**config.mk**
```make
export PLATFORM = sky130hd
export DESIGN_NAME = cond_branch_resolver
export DESIGN_NICKNAME = d
export VERILOG_FILES = /design/src/rtl/cond_branch_resolver.sv
export SDC_FILE = /design/constraint.sdc
export NUM_CORES = 1
export LEC_CHECK = 0
export CAP_MARGIN = 20
export CORE_MARGIN = 1
export CORE_UTILIZATION = 40
export CTS_CLUSTER_DIAMETER = 150
export DETAILED_ROUTE_END_ITERATION = 10
export MAX_ROUTING_LAYER = met4
export PLACE_DENSITY = 0.72
export RECOVER_POWER = 100
export SLEW_MARGIN = 5
export SYNTH_ARGS = -nofsm -noshare
export SYNTH_HDL_FRONTEND = slang
export SYNTH_SLANG_ARGS = --single-unit
```
**constraint.sdc**
```tcl
create_clock -name clk_i -period 3.25 [get_ports clk_i]
set_input_delay 0.65 -clock clk_i [delete_from_list [all_inputs] [get_ports clk_i]]
set_output_delay 0.65 -clock clk_i [all_outputs]
set_load 0.02 [all_outputs]
```
**src/rtl/cond_branch_resolver.sv**
```systemverilog
// Holds the NZCV flag register and turns B.cond/CBZ/CBNZ/B requests into a
// registered one-cycle taken/not-taken pulse, plus a saturating taken counter.
module cond_branch_resolver #(
    parameter bit BYPASS      = 1'b1,
    parameter int COUNT_WIDTH = 16
) (
    input  logic                   clk_i,
    input  logic                   reset_i,
    input  logic                   set_flags_i,
    input  logic                   zero_i,
    input  logic                   negative_i,
    input  logic                   carry_i,
    input  logic                   overflow_i,
    input  logic                   br_valid_i,
    input  logic [1:0]             br_type_i,
    input  logic [3:0]             cond_i,
    input  logic                   reg_zero_i,
    input  logic                   flush_i,
    output logic [3:0]             flags_o,
    output logic                   br_done_o,
    output logic                   br_taken_o,
    output logic [COUNT_WIDTH-1:0] taken_count_o
);

    typedef enum logic {
        IDLE = 1'b0,
        DONE = 1'b1
    } state_t;

    localparam logic [1:0] TYPE_BCOND = 2'b00;
    localparam logic [1:0] TYPE_CBZ   = 2'b01;
    localparam logic [1:0] TYPE_CBNZ  = 2'b10;

    state_t                 state_q, state_d;
    logic [3:0]             flags_q, flags_d;
    logic                   taken_q, taken_d;
    logic [COUNT_WIDTH-1:0] count_q, count_d;

    logic [3:0] incoming_flags;
    logic [3:0] eval_flags;
    logic       accept;
    logic       raw_taken;

    // f is ordered {N,Z,C,V}
    function automatic logic cond_met(input logic [3:0] cond, input logic [3:0] f);
        logic n, z, c, v;
        logic met;
        n = f[3];
        z = f[2];
        c = f[1];
        v = f[0];
        case (cond)
            4'b0000: met = z;
            4'b0001: met = !z;
            4'b0010: met = c;
            4'b0011: met = !c;
            4'b0100: met = n;
            4'b0101: met = !n;
            4'b0110: met = v;
            4'b0111: met = !v;
            4'b1000: met = c & !z;
            4'b1001: met = !c | z;
            4'b1010: met = (n == v);
            4'b1011: met = (n != v);
            4'b1100: met = !z & (n == v);
            4'b1101: met = z | (n != v);
            default: met = 1'b1;
        endcase
        return met;
    endfunction

    always_comb begin
        incoming_flags = {negative_i, zero_i, carry_i, overflow_i};
        eval_flags     = (BYPASS && set_flags_i) ? incoming_flags : flags_q;
        accept         = br_valid_i & ~flush_i;

        case (br_type_i)
            TYPE_BCOND: raw_taken = cond_met(cond_i, eval_flags);
            TYPE_CBZ:   raw_taken = reg_zero_i;
            TYPE_CBNZ:  raw_taken = !reg_zero_i;
            default:    raw_taken = 1'b1;
        endcase

        flags_d = set_flags_i ? incoming_flags : flags_q;
        state_d = accept ? DONE : IDLE;
        // Gate with accept so don't-care inputs never leak into the pulse
        taken_d = accept & raw_taken;
        count_d = count_q;
        if (taken_d && (count_q != {COUNT_WIDTH{1'b1}})) begin
            count_d = count_q + 1'b1;
        end
    end

    always_ff @(posedge clk_i) begin
        if (reset_i) begin
            state_q <= IDLE;
            flags_q <= 4'b0000;
            taken_q <= 1'b0;
            count_q <= '0;
        end else begin
            state_q <= state_d;
            flags_q <= flags_d;
            taken_q <= taken_d;
            count_q <= count_d;
        end
    end

    assign flags_o       = flags_q;
    assign br_done_o     = (state_q == DONE);
    assign br_taken_o    = taken_q;
    assign taken_count_o = count_q;

endmodule

```
==> After elaboration in Yosys (flattened, before gate mapping) <==
Cells that the tools add are included.
{ "op_classes": {"n_bitwise": 7, "n_lt_le_gt_ge": 0, "n_reduce_logical": 8, "div": 0, "n_mux": 4, "shifts": 0, "addsub": 1, "n_mul": 0, "n_eq_ne": 18} }
{ "op_table": {"columns": ["cell", "count"], "rows": [
  ["== test 4 bit (second input constant)", 6],
  ["adder 16 x 1 -> 16 bit (second input constant)", 1],
  ["== test 4 x 3 -> 1 bit (second input constant)", 4],
  ["!= test 16 bit (second input constant)", 1],
  ["one-hot mux 1 bit (14 select lines)", 1],
  ["== test 4 x 2 -> 1 bit (second input constant)", 2],
  ["zero test 1 bit", 5],
  ["AND 1 bit", 4],
  ["== test 4 x 1 -> 1 bit (second input constant)", 1],
  ["zero test 4 bit", 1],
  ["2-to-1 mux 4 bit", 1],
  ["one-hot mux 1 bit (3 select lines)", 1],
  ["== test 2 x 1 -> 1 bit (second input constant)", 1],
  ["== test 2 bit (second input constant)", 1],
  ["zero test 2 bit", 1],
  ["bitwise OR 1 bit", 2],
  ["== test 1 bit", 1],
  ["logical AND 1 bit", 1],
  ["2-to-1 mux 1 bit", 1],
  ["!= test 1 bit", 1],
  ["NOT 1 bit", 1]
]} }
{ "totals": {"in_bits": 16, "latchBits": 0, "register_bits": 22, "out_inout_bits": 22, "mem_bits_rw": 0, "mem_bits_ro": 0, "word_cells": 42, "memories": 0} }

==> Longest topological paths before layout <==
Gate-level depths: netlist of the first run.
{ "logic_depth": {"word_depth": 7, "mapped_depth": 10, "depth_no_buf": 7} }

==> Least setup slack after synthesis of the first run <==
Ideal clock, no wire load.
{ "synth_timing": {"kind": "input port to flip-flop", "startpoint": "in set_flags_i", "endpoint": "reg count_q[8] (netlist: taken_count_o[8])", "setup_ns": 0.121, "setup_slack_ns": 0.408, "stages": 8, "required_ns": 3.129, "arrival_time_ns": 2.721, "n_path_buf": 2, "path_cell_list": "buf_2 -> mux4_2 -> xnor2_2 -> a221oi_2 -> and2_1 -> buf_6 -> or4_4 -> mux2_4"} }
{ "synth_via": {"elab_chain_cells": 7, "elab_cells_between_ends": 15, "cone_classes": "eq/ne (2); mux (3); bitwise (5); reduce/logical (5)"} }
{ "synth_rtl": {"columns": ["element", "line_no", "rtl"], "rows": [
  ["start, declared", "9", "input logic set_flags_i,"],
  ["2-to-1 mux 4 bit (*)", null, null],
  ["!= test 1 bit, or another cell as far along", "64, 66", null],
  ["bitwise OR 1 bit, or another cell as far along", "66", "4'b1101: met = z | (n != v);"],
  ["one-hot mux 1 bit (14 select lines) (*)", "52", "case (cond)"],
  ["one-hot mux 1 bit (3 select lines) (*)", "77", "case (br_type_i)"],
  ["AND 1 bit (*)", "87", "taken_d = accept & raw_taken;"],
  ["logical AND 1 bit (*)", "89", "if (taken_d && (count_q != {COUNT_WIDTH{1'b1}})) begin"],
  ["end signal, assigned", "104", "count_q <= count_d;"],
  ["end, declared", "37", "logic [COUNT_WIDTH-1:0] count_q, count_d;"]
]} }
Every way passes the cells marked *; elsewhere a longest branch is shown, timed or not.
A chain may end at the register's enable or synchronous reset.

==> Worst setup path in the final report of the first run <==
{ "layout_timing": {"startpoint": "in cond_i[2]", "endpoint": "reg count_q[8] (netlist: taken_count_o[8])"} }
{ "layout_via": {"elab_chain_cells": 5, "elab_cells_between_ends": 18, "cone_classes": "eq/ne (13); mux (2); bitwise (1); reduce/logical (2)"} }
{ "layout_rtl": {"columns": ["element", "line_no", "rtl"], "rows": [
  ["start, declared", "16", "input logic [3:0] cond_i,"],
  ["== test 4 bit, or another cell as far along", "52", null],
  ["one-hot mux 1 bit (14 select lines) (*)", "52", null],
  ["one-hot mux 1 bit (3 select lines) (*)", "77", null],
  ["AND 1 bit (*)", "87", null],
  ["logical AND 1 bit (*)", "89", null]
]} }
Marked as above.

==> out/metrics.csv, run 1 <==
metric,value,unit
status,completed,
drv_slew,0,
max_freq,330.5,MHz
setup-tns-final,0,ps
initial_core_util,0.4276,
overflow,0,
die_h,59.37,microns
p_seq_frac,0.467,
postCtsHoldBufs,0,
syn-num-nets,167,
crit_path_end_kind,flip-flop,
hold_class,reg2reg,
power.switching,143.4,uW
synthAdderAreaFrac,0.009506,
p_leak,0.0007469,uW
synth_edf_count,0,
portBuffers,37,
yosys_warnings,0,
cts.htree.levels,1,
gp_congestion,0.8422,
synth_compound_area_frac,0.1169,
synthMuxAreaShare,0.1549,
ys_ff_latch,22,
ir_drop,0.1699,mV
yosys-top-cells-area,"dfxtp_1, mux2i_1, nor2_1, nor2b_1, mux2_1",
drtIter0Drc,30,
synth_top_family_by_area,simple AND/OR/NAND/NOR gates,
synth_top_cell_by_area,dfxtp_1,
critPathLaunchType,input pin,
synth.distinct_cells,42,
max-clock-path-buffers,2,
cts_buffers,3,
worst-path-max-fanout,8,
rsz0062_at_grt,false,
drt_wl_total,3073,microns
synth_largest_type_area_fraction,0.3346,
cts_num_sinks,22,
fin_area,1833,sq um
clk_pin_slew,130,ps
route.detailed.drc,0,
synth.avg_cell_area,8.775,sq um
diodes,0,
die_area,3524,sq um
combPwrFrac,0.174,
synth_area,1316,sq um
wire_per_inst,12.75,microns
areaGrowthSynthToFinish,39.26,%
nets,215,
synth_simple_gate_area_frac,0.3061,
layout_worst_path_cycle_share,0.9310,
cts_setup_buffers,0,
min_period,3026,ps
hold_violations,0,
clock_latency,320,ps
synthArstFlopShare,0,
postRouteAntennaNets,0,
antenna_found_initial,0,
clockPowerShare,0.359,
grt_max_degree,19,
grt_pass1_wl,4968,microns
p_int,454.3,uW
dp_hpwl,2385,microns
syn-instance-count,150,
first_pass_iters,4,
cap_violations,0,
row_count,20,
vias,1285,
relSlewSlack,0.5920,
tritoncts,done,
power.density,326.1,nW/um^2
skew,1.699,ps
worstPathArrival,3250,ps
ctsRootBufferMaster,clkbuf_4,
worst_slew_pin_slew,612.0,ps
yosysSeqAreaShare,0.3346,
ios,38,
fin_cells,241,
crit_type,in2reg,
setup_viol_count_final,0,
drive_gt1_frac,0.09645,
swShare,0.2399,
grt_pass1_vias,1260,
dpl_cell_area,1799,sq um
placed_cells,237,
viasPerCell,5.332,
crit_required,3470,ps
cts.repair.resized,0,
synthFlopType,dfxtp_1,
die_w,59.37,microns
design.core.area,3078,sq um
synth_xor_area_frac,0.03897,
track_usage,0.1884,
-- sequential cells by signal, indices dropped and copies added (netlist names) --
register       count
br_taken_o         1
taken_count_o     16
flags_o            4
br_done_o          1
-- metal layers --
metal	part of all wire	vias up	GRT usage
li1	-	643	-
met3	0.042	7	0.02402
met4	0.021	0	0.07483
met2	0.48	40	0.3371
met1	0.45	595	0.2103
met5	0	-	-
-- area by class of cell --
type	instances	area (sq um)
clock buffer	3	22.52
clock inverter	1	30.03
timing repair buffer	51	460.4
sequential	22	440.4
inverter	1	3.754
tap	44	55.05
fill	286	1245
multi-input combinational	119	820.8
-- cells in the mapped netlist (4+ instances only) --
cell      count
dfxtp_1      22
nor2_1       17
mux2i_1      11
nand2_1       9
nand3_1       8
nor2b_1       8
or4_1         6
a21oi_1       5
nor3_1        5
o31ai_1       5
mux2_1        4
nand2b_1      4
xnor2_1       4
-- final timing paths --
kind                                 startpoint                             to  slack, ps  depth (start not counted)
setup / recovery                      cond_i[2]  taken_count_o[8]$_SDFFE_PP0P_        220                          8
hold / removal    taken_count_o[5]$_SDFFE_PP0P_  taken_count_o[5]$_SDFFE_PP0P_        510                          2
setup reg to reg          flags_o[3]$_SDFF_PP0_  taken_count_o[8]$_SDFFE_PP0P_        730                          7
hold reg to reg   taken_count_o[5]$_SDFFE_PP0P_  taken_count_o[5]$_SDFFE_PP0P_        510                          2
-- critical path, stage by stage --
cell,delay [ps]
clkdlybuf4s50_1,600
mux2i_1,120
mux4_2,490
xnor2_2,150
a221oi_2,90
and2_1,240
or4_1,580
mux2_4,320
-- power by group through the flow --
stage | combinational (uW) | clock (uW) | sequential, uW
global placement | 107 | 0 | 285
finish | 104 | 215 | 279
detailed placement | 110 | 0 | 285
CTS | 110 | 224 | 279
floorplan | 53.2 | 0 | 290
global route | 112 | 229 | 280
-- cell families after synthesis --
logic type	after synthesis
and+or+nand+nor	74
xor gates and xnor gates	5
adders and majority gates	1
AOI/OAI and AO/OA	21
muxes	18
buffers and inverters	9
DFF	22
-- cell usage in the layout (no fill, tap or decap), types with 2 or more instances in the layout --
master and count:
clkbuf_1 4, xnor2_1 4, o31ai_1 5, or4_1 7, nand3_1 8, nor3b_1 3
nand2b_1 4, nand2_1 9, buf_4 8, and3_1 3, nand4_1 3, a21oi_1 5
mux2i_1 11, nor2_1 17, nor2b_1 8, mux2_1 4, clkdlybuf4s50_1 14, dfxtp_1 22
dlygate4sd3_1 23, clkbuf_4 5, o21ai_0 3, nand3b_1 2, nor3_1 5, nor4_1 2
-- stage by stage --
stage                       util  setup slack, ps  power, uW  hold slack, ps
after floorplan                -            407.7      343.7           559.5
after global placement    0.5846           -65.37      392.1           484.1
after detailed placement  0.5846           -119.6      395.1           501.7
after CTS                 0.6016            238.8      613.7           520.3
after global routing      0.5955            89.00      620.0           556.5
final                     0.5955            224.2      597.8           506.4
Note: power is estimated with default switching activity, not from simulation.
==> inputs of run 2 (changes only) <==
SETUP_SLACK_MARGIN = 0.02   (was not set)
SKIP_CTS_REPAIR_TIMING = 1   (was not set)
==> results of run 2 <==
The final DEF is identical to that of run 1; final timing and power are the same.
==> inputs of run 3 (changes only) <==
SKIP_CTS_REPAIR_TIMING = not set   (was 1)
==> results of run 3 <==
The final DEF is identical to that of run 1; final timing and power are the same.
